## src/rtl/icache_pkg.sv

```systemverilog
// Shared definitions for the instruction-cache refill path: FSM states and line geometry.
package icache_pkg;

    typedef enum logic [1:0] {
        IDLE   = 2'd0,
        REQ    = 2'd1,
        FILL   = 2'd2,
        UPDATE = 2'd3
    } state_t;

    localparam int unsigned LINE_WORDS_DEF = 4;
    localparam int unsigned OFFSET_W       = $clog2(LINE_WORDS_DEF);
    localparam int unsigned BYTE_OFF_W     = 2;

endpackage

```

## src/rtl/icache_fill_counter.sv

```systemverilog
// Beat counter for a line refill: synchronous clear, increment, and last-beat flag.
module icache_fill_counter #(
    parameter int unsigned LINE_WORDS = 4
) (
    input  logic                          clk,
    input  logic                          rst,
    input  logic                          clr,
    input  logic                          inc,
    output logic [$clog2(LINE_WORDS)-1:0] cnt,
    output logic                          last
);

    localparam int unsigned IDX_W = $clog2(LINE_WORDS);
    localparam logic [IDX_W-1:0] LAST_IDX = IDX_W'(LINE_WORDS - 1);

    // Power-of-two line length lets the increment wrap naturally after the last beat.
    always_ff @(posedge clk or posedge rst) begin
        if (rst) begin
            cnt <= '0;
        end else if (clr) begin
            cnt <= '0;
        end else if (inc) begin
            cnt <= cnt + 1'b1;
        end
    end

    assign last = (cnt == LAST_IDX);

endmodule

```

## src/rtl/icache_refill_ctrl.sv

```systemverilog
// Instruction-cache miss handler: detects a miss, requests the line, writes beats, then the tag.
module icache_refill_ctrl
    import icache_pkg::*;
#(
    parameter int unsigned ADDR_W     = 32,
    parameter int unsigned DATA_W     = 32,
    parameter int unsigned LINE_WORDS = LINE_WORDS_DEF
) (
    input  logic                          clk,
    input  logic                          rst,
    input  logic                          req_valid,
    input  logic [ADDR_W-1:0]             req_addr,
    input  logic                          hit,
    output logic                          stall,
    output logic                          mem_req,
    output logic [ADDR_W-1:0]             mem_addr,
    input  logic                          mem_gnt,
    input  logic                          mem_rvalid,
    input  logic [DATA_W-1:0]             mem_rdata,
    output logic                          fill_we,
    output logic [$clog2(LINE_WORDS)-1:0] fill_idx,
    output logic [DATA_W-1:0]             fill_data,
    output logic                          tag_we,
    output logic [ADDR_W-1:0]             line_addr,
    output logic [15:0]                   miss_cnt
);

    localparam int unsigned IDX_W  = $clog2(LINE_WORDS);
    localparam int unsigned LOW_W  = IDX_W + BYTE_OFF_W;

    state_t             state;
    state_t             state_nxt;
    logic               miss;
    logic               cnt_clr;
    logic               cnt_inc;
    logic               cnt_last;
    logic [IDX_W-1:0]   cnt;

    assign miss = req_valid && !hit;

    icache_fill_counter #(
        .LINE_WORDS (LINE_WORDS)
    ) u_fill_counter (
        .clk  (clk),
        .rst  (rst),
        .clr  (cnt_clr),
        .inc  (cnt_inc),
        .cnt  (cnt),
        .last (cnt_last)
    );

    always_ff @(posedge clk or posedge rst) begin
        if (rst) begin
            state <= IDLE;
        end else begin
            state <= state_nxt;
        end
    end

    always_comb begin
        state_nxt = state;
        stall     = 1'b0;
        mem_req   = 1'b0;
        fill_we   = 1'b0;
        tag_we    = 1'b0;
        cnt_clr   = 1'b0;
        cnt_inc   = 1'b0;
        case (state)
            IDLE: begin
                if (miss) begin
                    stall     = 1'b1;
                    state_nxt = REQ;
                end
            end
            REQ: begin
                stall   = 1'b1;
                mem_req = 1'b1;
                if (mem_gnt) begin
                    cnt_clr   = 1'b1;
                    state_nxt = FILL;
                end
            end
            FILL: begin
                stall = 1'b1;
                if (mem_rvalid) begin
                    fill_we = 1'b1;
                    cnt_inc = 1'b1;
                    if (cnt_last) begin
                        state_nxt = UPDATE;
                    end
                end
            end
            UPDATE: begin
                stall     = 1'b1;
                tag_we    = 1'b1;
                state_nxt = IDLE;
            end
            default: state_nxt = IDLE;
        endcase
    end

    always_ff @(posedge clk or posedge rst) begin
        if (rst) begin
            line_addr <= '0;
            miss_cnt  <= '0;
        end else if (state == IDLE && miss) begin
            line_addr <= {req_addr[ADDR_W-1:LOW_W], {LOW_W{1'b0}}};
            if (miss_cnt != '1) begin
                miss_cnt <= miss_cnt + 16'd1;
            end
        end
    end

    assign mem_addr  = line_addr;
    assign fill_idx  = cnt;
    assign fill_data = mem_rdata;

endmodule

```

## config.mk

```make
export PLATFORM = sky130hd
export DESIGN_NAME = icache_refill_ctrl
export DESIGN_NICKNAME = d
export VERILOG_FILES = /design/src/rtl/icache_pkg.sv /design/src/rtl/icache_fill_counter.sv /design/src/rtl/icache_refill_ctrl.sv
export SDC_FILE = /design/constraint.sdc
export NUM_CORES = 1
export LEC_CHECK = 0
export ABC_CLOCK_PERIOD_IN_PS = 2800
export CORE_ASPECT_RATIO = 0.75
export CORE_UTILIZATION = 38
export CTS_CLUSTER_DIAMETER = 100
export DETAILED_ROUTE_END_ITERATION = 10
export PLACE_DENSITY = 0.86
export SYNTH_ARGS = -nofsm -noshare
export SYNTH_HDL_FRONTEND = slang
export SYNTH_SLANG_ARGS = --single-unit
```

## constraint.sdc

```tcl
create_clock -name clk -period 2.8 [get_ports clk]
set_clock_uncertainty 0.1 [all_clocks]
set_input_delay 0.56 -clock clk [delete_from_list [all_inputs] [get_ports clk]]
set_output_delay 0.56 -clock clk [all_outputs]
set_load 0.02 [all_outputs]
```

======== Word-level counts from Yosys, hierarchy flattened ========
Index checks and enable logic that the tools add are counted.
storage, ports and cells
  bits in registers ....................... 48
  input bits .............................. 70
  output and inout bits ................... 118
  logic and storage cells ................. 38
cells by class
  add/subtract/negate cells ............... 2
  equal/unequal tests ..................... 9
  multiplexer cells ....................... 15
  reductions and logical operators ........ 8
operator list
  cell                                                              number
  16-bit by 1-bit adder with 16-bit output (second input constant)  1
  16-bit inequality test (second input constant)                    1
  2-bit two-way mux                                                 6
  2-bit inequality test (second input constant)                     4
  2-bit case mux with 4 select lines                                1
  1-bit two-way mux                                                 7
  2-bit == test (second input constant)                             3
  4-bit AND reduction                                               1
  3-bit OR reduction                                                1
  2-bit by 1-bit adder with 2-bit output (second input constant)    1
  2-bit by 1-bit == test with 1-bit output (second input constant)  1
  1-bit logical AND                                                 2
  2-bit logical NOT                                                 1
  1-bit case mux with 2 select lines                                1
  2-bit AND reduction                                               1
  2-bit nonzero test                                                1
  1-bit logical NOT                                                 1

======== Longest topological paths before layout ========
Gate-level depths: netlist of run 1.
  word-level depth ........................ 4
  depth in mapped cells ................... 6
  mapped depth without buffers ............ 6

======== Modules after synthesis ========
Synthesis of run 1 repeated with hierarchy kept, for this count alone.
second synthesis, totals
  cell total of the unflattened synthesis .. 287
  area total of the unflattened synthesis .. 2,662.6 um^2
by module, submodules not included
  module               instances  cells each  area an instance (um^2)  seq. area each (um^2)
  icache_refill_ctrl   1          279         2,570.0                  1,151.1
  icache_fill_counter  1          8           92.6                     50.0

======== Worst setup path before layout of run 1 ========
No wires, ideal clock.
  path type ............................... register to register
  from .................................... reg miss_cnt[0]
  to ...................................... reg miss_cnt[1]
  setup time .............................. 0.128 ns
  arrival time ............................ 1.575 ns
  required time ........................... 2.572 ns
  setup slack ............................. 0.998 ns
  cell stages (with the launch flop) ...... 5
  path buffers ............................ 0
  period minus slack after synthesis ...... 1.802 ns
  cells stage by stage .................... dfrtp_1 > ha_1 > and4_4 > a41oi_4 > mux2_1
between the ends
  cells in the longest elaborated chain, start to end .. 2
  elaborated cells on any way between the ends .. 3
  classes of those cells .................. 1 x add/sub; 1 x eq/ne; 1 x reduce/logical
RTL lines
  what                                                                                              RTL line                   RTL
  start: declaration                                                                                icache_refill_ctrl.sv:25   output logic [15:0] miss_cnt
  start signal: assignment                                                                          icache_refill_ctrl.sv:109  miss_cnt <= miss_cnt + 16'd1;
  parallel branches: the longest is 2 deep, another holds 16-bit by 1-bit adder with 16-bit output  n/a
Parallel ways; which one is timed is not known.
A chain may end at the register's enable or synchronous reset.

======== Worst setup path in the final report of run 1 ========
  from .................................... in req_valid
  to ...................................... out stall
between the ends
  cells in the longest elaborated chain, start to end .. 3
RTL lines
  what                                RTL line                  RTL
  start: declaration                  icache_refill_ctrl.sv:11  input logic req_valid,
  1-bit logical AND                   icache_refill_ctrl.sv:39  assign miss = req_valid && !hit;
  1-bit two-way mux                   icache_refill_ctrl.sv:70  if (miss) begin
  1-bit case mux with 2 select lines  icache_refill_ctrl.sv:68  case (state)
  end: declaration                    icache_refill_ctrl.sv:14  output logic stall,
No other way between the ends.

==> results of run 1 <==
-- placed cells by master (no fill, tap or decap), types with 2 or more instances in the layout --
master,n
a21oi_1,2
and3_1,2
and4_1,2
clkbuf_8,5
clkdlybuf4s50_1,111
conb_1,8
dfrtp_1,48
ha_1,6
inv_1,4
mux2_1,21
mux2_2,9
nand2_1,11
nand3_1,8
nand3b_4,2
nand4_1,4
nor2_1,3
nor3_1,3
o21ai_0,4
o21ai_1,2
xnor2_1,9
xor2_1,4
-- area by class of cell --
type                       instances  area, sq um
inverter                           5        18.77
fill                             561         3018
multi-input combinational        109        913.4
sequential                        48         1201
timing repair buffer             113         1139
clock inverter                     3        46.29
tap                               81        101.3
clock buffer                       5        68.82
-- final timing paths --
path	startpoint	to	slack (ns)	depth (start not counted)
worst max-delay path	req_valid	stall	0.27	4
worst min-delay path	miss_cnt[15]$_DFFE_PP0P_	miss_cnt[15]$_DFFE_PP0P_	0.42	1
worst max register to register	state[0]$_DFFE_PP0P_	miss_cnt[15]$_DFFE_PP0P_	0.94	6
worst min register to register	miss_cnt[15]$_DFFE_PP0P_	miss_cnt[15]$_DFFE_PP0P_	0.42	1
max in group asynchronous	rst	miss_cnt[13]$_DFFE_PP0P_	1.86	3
min in group asynchronous	rst	line_addr[19]$_DFFE_PP0P_	0.51	3
-- Yosys cell counts (all sizes together), types with 2 or more instances --
| master | n |
|---|---|
| inv | 5 |
| nand3b | 3 |
| dfrtp | 48 |
| a21oi | 2 |
| ha | 6 |
| xor2 | 4 |
| nand2 | 11 |
| nor3 | 3 |
| o21ai | 6 |
| nand4 | 4 |
| nand3 | 8 |
| xnor2 | 9 |
| nor2 | 3 |
| buf | 71 |
| mux2 | 30 |
| and3 | 2 |
| and4 | 3 |
-- per-layer routing --
metal / GRT usage / share of wire
met3: 0.05169 / 0.086
met2: 0.2543 / 0.50
met1: 0.1702 / 0.41
met4: 0.03814 / 0.0066
met5: 0 / 0
-- worst max-delay path: cells and delay by family --
kind	cells	cell delay, ns
simple gates	2	0.17
buf+inv	2	1.14
-- cell families (layout without fill, tap and decap cells) --
logic type	after synthesis	count (layout)	share of synthesized area
AND/OR/NAND/NOR	40	40	0.09910
buffers and inverters	76	126	0.2086
XOR/XNOR	13	13	0.04315
flip-flops	48	48	0.4552
adder cells (fa/ha/maj)	6	6	0.02845
multiplexers	31	31	0.1318
AO/OA/AOI/OAI	11	11	0.03225
other	1	8	0.001421
-- sequential cells by signal, indices dropped and copies added (netlist names) --
name                cells
line_addr              28
miss_cnt               16
state                   2
u_fill_counter.cnt      2
-- through the flow --
step | total power, W | instances
floorplan | 0.002552 | 233
global placement | 0.003255 | 356
detailed placement | 0.003325 | 356
CTS | 0.003836 | 364
global route | 0.004001 | 364
finish | 0.003786 | 364
-- report_power, final --
group | switching, W | leakage [nW] | internal [W]
logic | 0.00103 | 0.855 | 0.00106
registers | 0.000232 | 0.600 | 0.000960
clock network | 0.000232 | 0.0548 | 0.000269
==> flow_metrics.env, run 1 <==
export IMPL_outcome="complete, but fails checks"
export IMPL_violations="design-rule violations"
export IMPL_rsz0062_at_grt="false"
export IMPL_yosys_warnings=0
export IMPL_fp_coreArea_sq_um=6506
export IMPL_fin_nets=358
export IMPL_drv_slew=0
export IMPL_cp_slowest_cell="clkdlybuf4s50_1"
export IMPL_rows=25
export IMPL_pre_cts_slack_ns=0.2618
export IMPL_max_clock_freq_mhz=394.8
export IMPL_cts_max_path_buffers=2
export IMPL_worst_slack_ns=0.2670
export IMPL_critical_path_cell_chain="clkdlybuf4s50_1 -> nand2b_1 -> nand2_1 -> clkdlybuf4s50_1"
export IMPL_powerDensity_nw_per_um2=1085
export IMPL_drive_gt1_frac=0.08834
export IMPL_die_h_um=74.17
export IMPL_gp_congestion=0.7836
export IMPL_slew_headroom=0.6442
export IMPL_insertion_delay_ns=0.29
export IMPL_cpMostUsedCell="clkdlybuf4s50_1"
export IMPL_finalHoldViolations=0
export IMPL_post_route_util=0.5362
export IMPL_grt_pass1_vias=1666
export IMPL_num_io_pins=188
export IMPL_max_vdd_ir_drop_mv=0.4868
export IMPL_dp_hpwl_um=4029
export IMPL_postCtsSetupRepairBufs=0
export IMPL_cap_violations=0
export IMPL_leakage_nw=1.510
export IMPL_grt_pass1_wl_um=8142
export IMPL_vias=1736
export IMPL_async_flop_share=1.000
export IMPL_antenna_found_initial=0
export IMPL_yosysUniqueCellTypes=31
export IMPL_start_kind="input port"
export IMPL_min_period_over_period=0.9046
export IMPL_cts_htree_levels=2
export IMPL_final_area_sq_um=3488
export IMPL_ys_seq_area_frac=0.4552
export IMPL_initial_core_util=0.4056
export IMPL_drc=13
export IMPL_syn_area_sq_um=2639
export IMPL_worst_path_largest_cell_delay_ns=0.61
export IMPL_via_per_inst=4.769
export IMPL_finalSetupViolCount=0
export IMPL_crit_path_end_kind="primary output"
export IMPL_worst_slew_pin_slew_ns=0.5338
export IMPL_ant_nets=0
export IMPL_die_area_sq_um=7285
export IMPL_ys_flop_type="dfrtp_1"
export IMPL_synth_edff_count=0
export IMPL_die_w_um=98.23
export IMPL_crit_required_ns=2.14
export IMPL_track_usage=0.1441
export IMPL_cts_buffers=5
export IMPL_routed_wl_um=5134
export IMPL_initialDrtViolationCount=34
export IMPL_hold_path_class="register to register"
export IMPL_cts_hold_buf=0
export IMPL_netlist_instances=226
export IMPL_synth_top_area_frac=0.4552
export IMPL_grt_max_degree=49
export IMPL_clk_pin_slew_ns=0.09
export IMPL_critical_path_arrival_ns=1.87
export IMPL_wl_per_cell_um=14.10
export IMPL_hold_slack_ns=0.4239
export IMPL_fin_tns_setup_ns=0
export IMPL_grt_overflow_total=0
export IMPL_tritoncts="built"
export IMPL_syn_area_per_cell_sq_um=11.68
export IMPL_root_buffer="clkbuf_8"
export IMPL_ys_ff_latch=48
export IMPL_cts_resized=0
export IMPL_worstPathMaxFanout=2
export IMPL_dr_pass1_iters=8
export IMPL_synthToLayoutAreaGrowth_pct=32.20
export IMPL_criticalPathCategory="input port to primary output"
export IMPL_netlist_top_cells_area="dfrtp_1 (46%), buf_4 (19%), mux2_1 (9.0%), mux2_2 (3.8%), xnor2_1 (3.0%)"
export IMPL_clock_sinks=48
export IMPL_io_buffers=111
export IMPL_placed_area_sq_um=3373
export IMPL_fin_crit_ns=2.533
export IMPL_antenna_cells=0
export IMPL_synth_top_cell_by_area="dfrtp_1"
Power figures use the tool's default switching activity.
==> run 2: changes to the inputs <==
CTS_CLUSTER_SIZE = 30   (was default)
GPL_ROUTABILITY_DRIVEN = 0   (was default)
==> results of run 2 <==
No change in the layout: final DEF, timing and power equal those of run 1.
